$ cat config.mk
export PLATFORM = sky130hd
export DESIGN_NAME = hazard_unit_flat
export DESIGN_NICKNAME = d
export VERILOG_FILES = /design/src/rtl/hazard_unit_pkg.sv /design/src/rtl/hazard_unit_if.sv /design/src/rtl/hazard_unit_resp_hold.sv /design/src/rtl/hazard_unit.sv /design/src/flat_wrapper.sv
export SDC_FILE = /design/constraint.sdc
export NUM_CORES = 1
export LEC_CHECK = 0
export BUFFER_PORTS_ARGS = -buffer_cell sky130_fd_sc_hd__buf_2
export CELL_PAD_IN_SITES_DETAIL_PLACEMENT = 1
export CELL_PAD_IN_SITES_GLOBAL_PLACEMENT = 1
export CORE_UTILIZATION = 32
export CTS_CLUSTER_DIAMETER = 30
export DETAILED_ROUTE_END_ITERATION = 7
export PLACE_DENSITY_LB_ADDON = 0.1
export SLEW_MARGIN = 40
export SYNTH_ARGS = -nofsm -noshare
export SYNTH_HDL_FRONTEND = slang
export SYNTH_SLANG_ARGS = --single-unit
$ cat constraint.sdc
create_clock -name clk -period 2.2 [get_ports clk]
set_clock_uncertainty 0.1 [all_clocks]
set_input_delay 0.22 -clock clk [delete_from_list [all_inputs] [get_ports clk]]
set_output_delay 0.22 -clock clk [all_outputs]
set_load 0.05 [all_outputs]
$ cat src/rtl/hazard_unit_pkg.sv
// hazard_unit_pkg
//   Shared types for the pipeline hazard/stall controller.
//   - hazard_state_t   : cache-completion tracking FSM states
//   - pipe_ctrl_struct : load enables for the IF/ID, ID/EX, EX/MEM and MEM/WB registers
//   - load_use_hit()   : detects a load in EX whose result the ID instruction needs
package hazard_unit_pkg;

  localparam int XLEN  = 32;
  localparam int REG_W = 5;

  typedef enum logic [1:0] {
    RUN    = 2'd0,
    I_HELD = 2'd1,
    D_HELD = 2'd2
  } hazard_state_t;

  typedef struct packed {
    logic ifid_ld;
    logic idex_ld;
    logic exmem_ld;
    logic memwb_ld;
  } pipe_ctrl_struct;

  localparam pipe_ctrl_struct PIPE_NONE = '{ifid_ld: 1'b0, idex_ld: 1'b0, exmem_ld: 1'b0, memwb_ld: 1'b0};
  localparam pipe_ctrl_struct PIPE_ALL  = '{ifid_ld: 1'b1, idex_ld: 1'b1, exmem_ld: 1'b1, memwb_ld: 1'b1};

  // x0 never carries a real dependency, so a load targeting it can't cause a hazard.
  function automatic logic load_use_hit(
    input logic             ex_is_load,
    input logic [REG_W-1:0] ex_rd,
    input logic             uses_rs1,
    input logic [REG_W-1:0] rs1,
    input logic             uses_rs2,
    input logic [REG_W-1:0] rs2
  );
    logic match1;
    logic match2;
    match1 = uses_rs1 && (rs1 == ex_rd);
    match2 = uses_rs2 && (rs2 == ex_rd);
    return ex_is_load && (ex_rd != '0) && (match1 || match2);
  endfunction

endpackage

$ cat src/rtl/hazard_unit_if.sv
// hazard_unit_if
//   Cache handshake bundle between the caches/EX-MEM stage and the hazard unit.
//   icache_resp/icache_rdata : icache completion and data
//   dcache_req               : EX/MEM wants a dcache access this cycle
//   dcache_resp/dcache_rdata : dcache completion and data
//   icache_read/dcache_en    : request enables back to the caches
//   Modports: master = cache side, slave = hazard unit.
interface hazard_unit_if;
  import hazard_unit_pkg::*;

  logic            icache_resp;
  logic [XLEN-1:0] icache_rdata;
  logic            icache_read;
  logic            dcache_req;
  logic            dcache_resp;
  logic [XLEN-1:0] dcache_rdata;
  logic            dcache_en;

  modport master (
    output icache_resp, icache_rdata, dcache_req, dcache_resp, dcache_rdata,
    input  icache_read, dcache_en
  );

  modport slave (
    input  icache_resp, icache_rdata, dcache_req, dcache_resp, dcache_rdata,
    output icache_read, dcache_en
  );

endinterface

$ cat src/rtl/hazard_unit_resp_hold.sv
// resp_hold
//   Holds one cache's read data when that cache completes before the other,
//   so the pipeline sees the same word on the edge it finally advances.
//   Ports:
//     clk, rst      : clock, synchronous active-high reset
//     resp, rdata   : cache completion and read data
//     capture       : the controller is entering the held state for this cache
//     release_en    : the pipeline advances this cycle, held word is consumed
//     held          : a word is being held
//     data          : held word while held, otherwise the live rdata
module resp_hold
  import hazard_unit_pkg::*;
(
  input  logic            clk,
  input  logic            rst,
  input  logic            resp,
  input  logic [XLEN-1:0] rdata,
  input  logic            capture,
  input  logic            release_en,
  output logic            held,
  output logic [XLEN-1:0] data
);

  logic [XLEN-1:0] hold_q;

  always_ff @(posedge clk) begin
    if (rst) begin
      held   <= 1'b0;
      hold_q <= '0;
    end else if (capture && resp) begin
      held   <= 1'b1;
      hold_q <= rdata;
    end else if (release_en) begin
      held   <= 1'b0;
    end
  end

  assign data = held ? hold_q : rdata;

endmodule

$ cat src/rtl/hazard_unit.sv
// hazard_unit
//   Pipeline control for the 5-stage core: merges icache/dcache completion,
//   load-use hazards and EX redirects into per-register load enables.
//   Ports:
//     clk, rst              : clock, synchronous active-high reset
//     cache                 : cache handshake bundle (slave side)
//     id_rs1/id_rs2, id_uses_rs1/id_uses_rs2 : ID source operands
//     ex_rd, ex_is_load     : EX destination and load flag
//     ex_redirect           : EX resolved a taken branch/jump
//     pipe_ctrl, pc_ld      : register and PC load enables
//     ifid_flush/idex_flush : insert a bubble into IF/ID / ID/EX
//     instr_out/mem_rdata_out : instruction and load data into IF/ID and MEM/WB
//     stall_count           : saturating count of non-advancing cycles
//
//   state  | meaning
//   RUN    | nothing held; waiting on whichever cache is outstanding
//   I_HELD | icache done and held, dcache still pending
//   D_HELD | dcache done and held, icache still pending
module hazard_unit
  import hazard_unit_pkg::*;
#(
  parameter int CNT_W = 32
) (
  input  logic              clk,
  input  logic              rst,
  hazard_unit_if.slave      cache,
  input  logic [REG_W-1:0]  id_rs1,
  input  logic [REG_W-1:0]  id_rs2,
  input  logic              id_uses_rs1,
  input  logic              id_uses_rs2,
  input  logic [REG_W-1:0]  ex_rd,
  input  logic              ex_is_load,
  input  logic              ex_redirect,
  output pipe_ctrl_struct   pipe_ctrl,
  output logic              pc_ld,
  output logic              ifid_flush,
  output logic              idex_flush,
  output logic [XLEN-1:0]   instr_out,
  output logic [XLEN-1:0]   mem_rdata_out,
  output logic [CNT_W-1:0]  stall_count
);

  hazard_state_t state;
  hazard_state_t state_n;

  logic i_ok;
  logic d_ok;
  logic adv;
  logic load_use;
  logic i_capture;
  logic d_capture;
  logic i_held;
  logic d_held;

  // ---------------------------------------------------------------- FSM
  always_ff @(posedge clk) begin
    if (rst) begin
      state <= RUN;
    end else begin
      state <= state_n;
    end
  end

  always_comb begin
    i_ok    = cache.icache_resp || (state == I_HELD);
    d_ok    = !cache.dcache_req || cache.dcache_resp || (state == D_HELD);
    adv     = i_ok && d_ok;
    state_n = state;
    if (adv) begin
      state_n = RUN;
    end else if (state == RUN) begin
      if (cache.icache_resp && !d_ok) begin
        state_n = I_HELD;
      end else if (cache.dcache_req && cache.dcache_resp && !cache.icache_resp) begin
        state_n = D_HELD;
      end
    end
  end

  assign i_capture = (state == RUN) && (state_n == I_HELD);
  assign d_capture = (state == RUN) && (state_n == D_HELD);

  // ------------------------------------------------------ response holds
  resp_hold u_ihold (
    .clk        (clk),
    .rst        (rst),
    .resp       (cache.icache_resp),
    .rdata      (cache.icache_rdata),
    .capture    (i_capture),
    .release_en (adv),
    .held       (i_held),
    .data       (instr_out)
  );

  resp_hold u_dhold (
    .clk        (clk),
    .rst        (rst),
    .resp       (cache.dcache_resp),
    .rdata      (cache.dcache_rdata),
    .capture    (d_capture),
    .release_en (adv),
    .held       (d_held),
    .data       (mem_rdata_out)
  );

  // A completed cache is never asked again until the pipeline moves on.
  assign cache.icache_read = !rst && !i_held;
  assign cache.dcache_en   = !rst && cache.dcache_req && !d_held;

  // ------------------------------------------------- hazard / load enables
  assign load_use = load_use_hit(ex_is_load, ex_rd, id_uses_rs1, id_rs1, id_uses_rs2, id_rs2);

  always_comb begin
    pipe_ctrl  = PIPE_NONE;
    pc_ld      = 1'b0;
    ifid_flush = 1'b0;
    idex_flush = 1'b0;
    if (!rst && adv) begin
      if (ex_redirect) begin
        pipe_ctrl  = PIPE_ALL;
        pc_ld      = 1'b1;
        ifid_flush = 1'b1;
        idex_flush = 1'b1;
      end else if (load_use) begin
        // Freeze PC and IF/ID, push a bubble into EX, let older stages drain.
        pipe_ctrl         = PIPE_ALL;
        pipe_ctrl.ifid_ld = 1'b0;
        idex_flush        = 1'b1;
      end else begin
        pipe_ctrl = PIPE_ALL;
        pc_ld     = 1'b1;
      end
    end
  end

  // ------------------------------------------------------- stall counter
  always_ff @(posedge clk) begin
    if (rst) begin
      stall_count <= '0;
    end else if (!adv && (stall_count != '1)) begin
      stall_count <= stall_count + 1'b1;
    end
  end

endmodule
$ cat src/flat_wrapper.sv
// flat-port wrapper written by rule: the top's interface ports become plain ports
module hazard_unit_flat import hazard_unit_pkg::*;
#(
  parameter int CNT_W = 32
)
  (clk, rst, id_rs1, id_rs2, id_uses_rs1, id_uses_rs2, ex_rd, ex_is_load, ex_redirect, pipe_ctrl, pc_ld, ifid_flush, idex_flush, instr_out, mem_rdata_out, stall_count, cache_icache_resp, cache_icache_rdata, cache_dcache_req, cache_dcache_resp, cache_dcache_rdata, cache_icache_read, cache_dcache_en);
  hazard_unit_if cache_i ();
  input  logic clk;
  input  logic rst;
  input  logic [REG_W-1:0] id_rs1;
  input  logic [REG_W-1:0] id_rs2;
  input  logic id_uses_rs1;
  input  logic id_uses_rs2;
  input  logic [REG_W-1:0] ex_rd;
  input  logic ex_is_load;
  input  logic ex_redirect;
  output pipe_ctrl_struct pipe_ctrl;
  output logic pc_ld;
  output logic ifid_flush;
  output logic idex_flush;
  output logic [XLEN-1:0] instr_out;
  output logic [XLEN-1:0] mem_rdata_out;
  output logic [CNT_W-1:0] stall_count;
  input wire logic [$bits(cache_i.icache_resp)-1:0] cache_icache_resp;
  input wire logic [$bits(cache_i.icache_rdata)-1:0] cache_icache_rdata;
  input wire logic [$bits(cache_i.dcache_req)-1:0] cache_dcache_req;
  input wire logic [$bits(cache_i.dcache_resp)-1:0] cache_dcache_resp;
  input wire logic [$bits(cache_i.dcache_rdata)-1:0] cache_dcache_rdata;
  output wire logic [$bits(cache_i.icache_read)-1:0] cache_icache_read;
  output wire logic [$bits(cache_i.dcache_en)-1:0] cache_dcache_en;
  assign cache_i.icache_resp = cache_icache_resp;
  assign cache_i.icache_rdata = cache_icache_rdata;
  assign cache_i.dcache_req = cache_dcache_req;
  assign cache_i.dcache_resp = cache_dcache_resp;
  assign cache_i.dcache_rdata = cache_dcache_rdata;
  assign cache_icache_read = cache_i.icache_read;
  assign cache_dcache_en = cache_i.dcache_en;
  hazard_unit #(.CNT_W(CNT_W)) u_core (.clk(clk), .rst(rst), .cache(cache_i), .id_rs1(id_rs1), .id_rs2(id_rs2), .id_uses_rs1(id_uses_rs1), .id_uses_rs2(id_uses_rs2), .ex_rd(ex_rd), .ex_is_load(ex_is_load), .ex_redirect(ex_redirect), .pipe_ctrl(pipe_ctrl), .pc_ld(pc_ld), .ifid_flush(ifid_flush), .idex_flush(idex_flush), .instr_out(instr_out), .mem_rdata_out(mem_rdata_out), .stall_count(stall_count));
endmodule
==> flow_metrics.env <==
export IMPL_yosysWarnings=0
export IMPL_synth_xor_area_share_pct=1.738
export IMPL_ys_seq_area_share_pct=39.73
export IMPL_layout_min_cycle_time_ps=2139
export IMPL_status="complete, no violations"
export IMPL_htreeDepth=3
export IMPL_drive_above_1_share_pct=43.70
export IMPL_drt_initial_drc_count=186
export IMPL_final_hold_violation_count=0
export IMPL_hpwl_um=11260
export IMPL_p_total_mw=4.301
export IMPL_cts_buffers=9
export IMPL_worst_endpoint_required_ps=2380
export IMPL_maxCapViolations=0
export IMPL_min_from="cache_dcache_rdata[25]"
export IMPL_final_area_um2=6700
export IMPL_async_flop_share_pct=0
export IMPL_reg2reg_to="u_core.stall_count[26]"
export IMPL_cp_start_kind="flip-flop"
export IMPL_vias=5108
export IMPL_port_buffers=192
export IMPL_synthToLayoutAreaGrowth_pct=32.98
export IMPL_critPathCaptureType="flip-flop"
export IMPL_hold_path_class="input port to flip-flop"
export IMPL_synthMuxAreaShare_pct=15.20
export IMPL_synth_flop_cell="dfxtp_1"
export IMPL_drt_total_wl_um=15770
export IMPL_max_stage_delay_ps=500
export IMPL_n_antenna_cell=0
export IMPL_rows=45
export IMPL_highest_layer="met4"
export IMPL_start_util_pct=33.02
export IMPL_die_area_um2=16250
export IMPL_p_leak_nw=2.670
export IMPL_coreArea_um2=15260
export IMPL_syn_avg_cell_area_um2=8.328
export IMPL_setup_violations=0
export IMPL_synth_compound_area_share_pct=14.18
export IMPL_synth_seq_cells=100
export IMPL_fmax_mhz=467.4
export IMPL_fin_ws_ps=60.53
export IMPL_synth_simple_area_share_pct=24.31
export IMPL_io_pins=193
export IMPL_wl_met1_um=6738
export IMPL_r2r_slack_ps=60
export IMPL_via_per_inst=5.083
export IMPL_p_per_area_nw_per_um2=641.9
export IMPL_clock_latency_ps=350
export IMPL_post_synth_num_cell_types=42
export IMPL_whs_endpoint="u_core.u_dhold.hold_q[25]"
export IMPL_cts_tree="built"
export IMPL_synthesis_area_um2=5039
export IMPL_placed_area_um2=6292
export IMPL_crit_fanout=6
export IMPL_grt_ovfl_total=0
export IMPL_whs_ps=13.16
export IMPL_die_h_um=127.5
export IMPL_route_met3_wl_um=976
export IMPL_synth_top_family_by_area="simple AND/OR/NAND/NOR gates"
export IMPL_grt_pass1_vias=5207
export IMPL_slew_viol_final=0
export IMPL_path_cells="ha_4, and3_4, nand4_1, nand3b_1, buf_4, or4_1, a21oi_1"
export IMPL_worstPathArrival_ps=2320
export IMPL_die_x_um=127.5
export IMPL_worst_path_buf_inv=1
export IMPL_grt_antenna_before_repair=0
export IMPL_crit_family="simple AND/OR/NAND/NOR gates"
export IMPL_gp_congestion=0.7505
export IMPL_reg2reg_depth=7
export IMPL_rr_startpoint="u_core.stall_count[0]"
export IMPL_hold_depth=3
export IMPL_track_usage_pct=19.54
export IMPL_worstSetupPathType="flip-flop to flip-flop"
export IMPL_yosys_area_top_type="dfxtp_1"
export IMPL_clock_sinks=100
export IMPL_clk_pin_slew_ps=70
export IMPL_n_fill_cell=1858
export IMPL_ys_top_cells_by_area="dfxtp_1 40%, mux2_2 15%, nand2_1 10%"
export IMPL_worstMarginPinSlew_ps=446.7
export IMPL_slowest_stage="or4_1"
export IMPL_first_pass_iters=4
export IMPL_grt_pass1_wl_um=25340
export IMPL_pre_cts_ws_ps=-100.6
export IMPL_post_route_drc_count=0
export IMPL_ant_nets=0
export IMPL_synth_edf_count=0
export IMPL_ir_drop_mv=0.3471
export IMPL_finish_net_count=878
export IMPL_grt_max_degree=35
export IMPL_cts_max_path_buffers=2
export IMPL_synth_top_area_share_pct=39.73
export IMPL_wl_met2_um=7793
export IMPL_syn_inst=605
export IMPL_synthAdderAreaFrac_pct=0.2483
export IMPL_wire_per_inst_um=15.69
export IMPL_relSlewSlack_pct=70.22
export IMPL_fin_crit_sh_pct=97.25
export IMPL_cts_root_buf="clkbuf_16"
export IMPL_synthesis_nets=694
[through the flow]
step,cells,util (%),setup TNS [ps]
6_report,1005,43.91,0
5_1_grt,1005,43.91,-0.8893
4_1_cts,1002,43.25,-20.89
3_5_place_dp,984,41.24,-381.7
3_3_place_gp,984,41.24,0
2_1_floorplan,605,-,-491.1
[routing by layer]
layer	GRT usage, %	vias to the layer above
li1	-	2508
met1	23.50	2435
met2	33.59	145
met5	0	-
met3	4.732	20
met4	7.423	0
[repair_timing]
action                                  4_1_cts  5_1_grt
cloned                                        0        2
hold endpoints to repair                      1        0
hold buffers                                  1        0
resized for setup                             3       23
setup buffers                                 1        1
pin swaps                                     1        2
endpoints found under the setup margin       10       17
[power by group]
group          leakage [nW]  internal (mW)  total, mW  switching, mW
clock network         0.136          0.831       1.53          0.702
logic                  1.71          0.274      0.884          0.610
registers             0.825           1.86       1.88         0.0280
total                  2.67           2.96       4.30           1.34
[tightest hold or removal path, stage by stage]
cell and delay (ps):
buf_2 100, nand2_1 50, a21oi_1 50
[cell usage in the layout, fill, tap and decap left out, types with 3 or more instances in the layout]
cell / n
clkbuf_16: 9
nor2_1: 14
nor4_1: 4
buf_4: 24
xor2_1: 8
o31ai_1: 22
dfxtp_2: 26
nand3b_1: 4
nor3_1: 4
nor3b_1: 3
and2_1: 4
nand2_1: 138
mux2_2: 68
a21oi_1: 90
or4_1: 20
o21ai_0: 5
or3_1: 5
and4_1: 4
dfxtp_1: 72
a21oi_2: 3
inv_1: 6
buf_2: 189
nor2b_1: 4
buf_6: 3
nand4_1: 10
and3_1: 4
nand3_1: 12
or4_4: 3
[worst max-delay path by stage]
stage,startpoint,endpoint,slack [ps],depth (start not counted)
6_report,u_core.stall_count[0],u_core.stall_count[26],60,7
5_1_grt,u_core.stall_count[0],u_core.stall_count[22],-0.9,7
4_1_cts,u_core.state[1],pc_ld,-10,7
3_5_place_dp,u_core.stall_count[0],u_core.stall_count[30],-100,7
3_3_place_gp,u_core.stall_count[0],u_core.stall_count[20],40,7
2_1_floorplan,u_core.stall_count[1],u_core.stall_count[26],-110,7
[flip-flops by register name, summed over array words and instances (netlist names)]
register               flops
u_core.u_dhold.hold_q     32
u_core.u_ihold.held        1
u_core.u_dhold.held        1
u_core.u_ihold.hold_q     32
u_core.stall_count        32
u_core.state               2
[cells by family after synthesis]
kind of cell / Yosys count
muxes: 68
adders and majority gates: 1
DFF: 100
and+or+nand+nor: 246
xor gates and xnor gates: 10
AOI/OAI and AO/OA: 128
buffers and inverters: 52
[Yosys cell counts (2+ instances only)]
cell type and instances:
buf_4 3, nor2_1 15, o21a_1 2, dfxtp_1 100, and4_1 4, mux2_2 68, o31ai_1 22, a21oi_1 93
buf_1 5, buf_6 3, nand2_1 138, nor4_1 5, inv_1 6, o21ai_0 5, nor3_1 4, o21ai_1 2
and3b_1 2, and2_1 5, clkbuf_1 33, nor3b_1 3, nand3b_1 4, and3_1 5, nor2b_1 4, xor2_1 8
buf_2 2, nand3_1 13, nand4_1 10, or3_1 5, or4_1 22, xnor2_1 2
[layout make-up]
type	instances	area (um^2)	share of cell area, %
clock inverter	3	21.27	0.3175
clock buffer	13	260.3	3.884
sequential	100	2042	30.48
timing repair buffer	219	1210	18.06
tap	211	264.0	3.940
multi-input combinational	453	2880	42.99
inverter	6	22.52	0.3361
No activity file was read; power rests on OpenSTA's default activity.
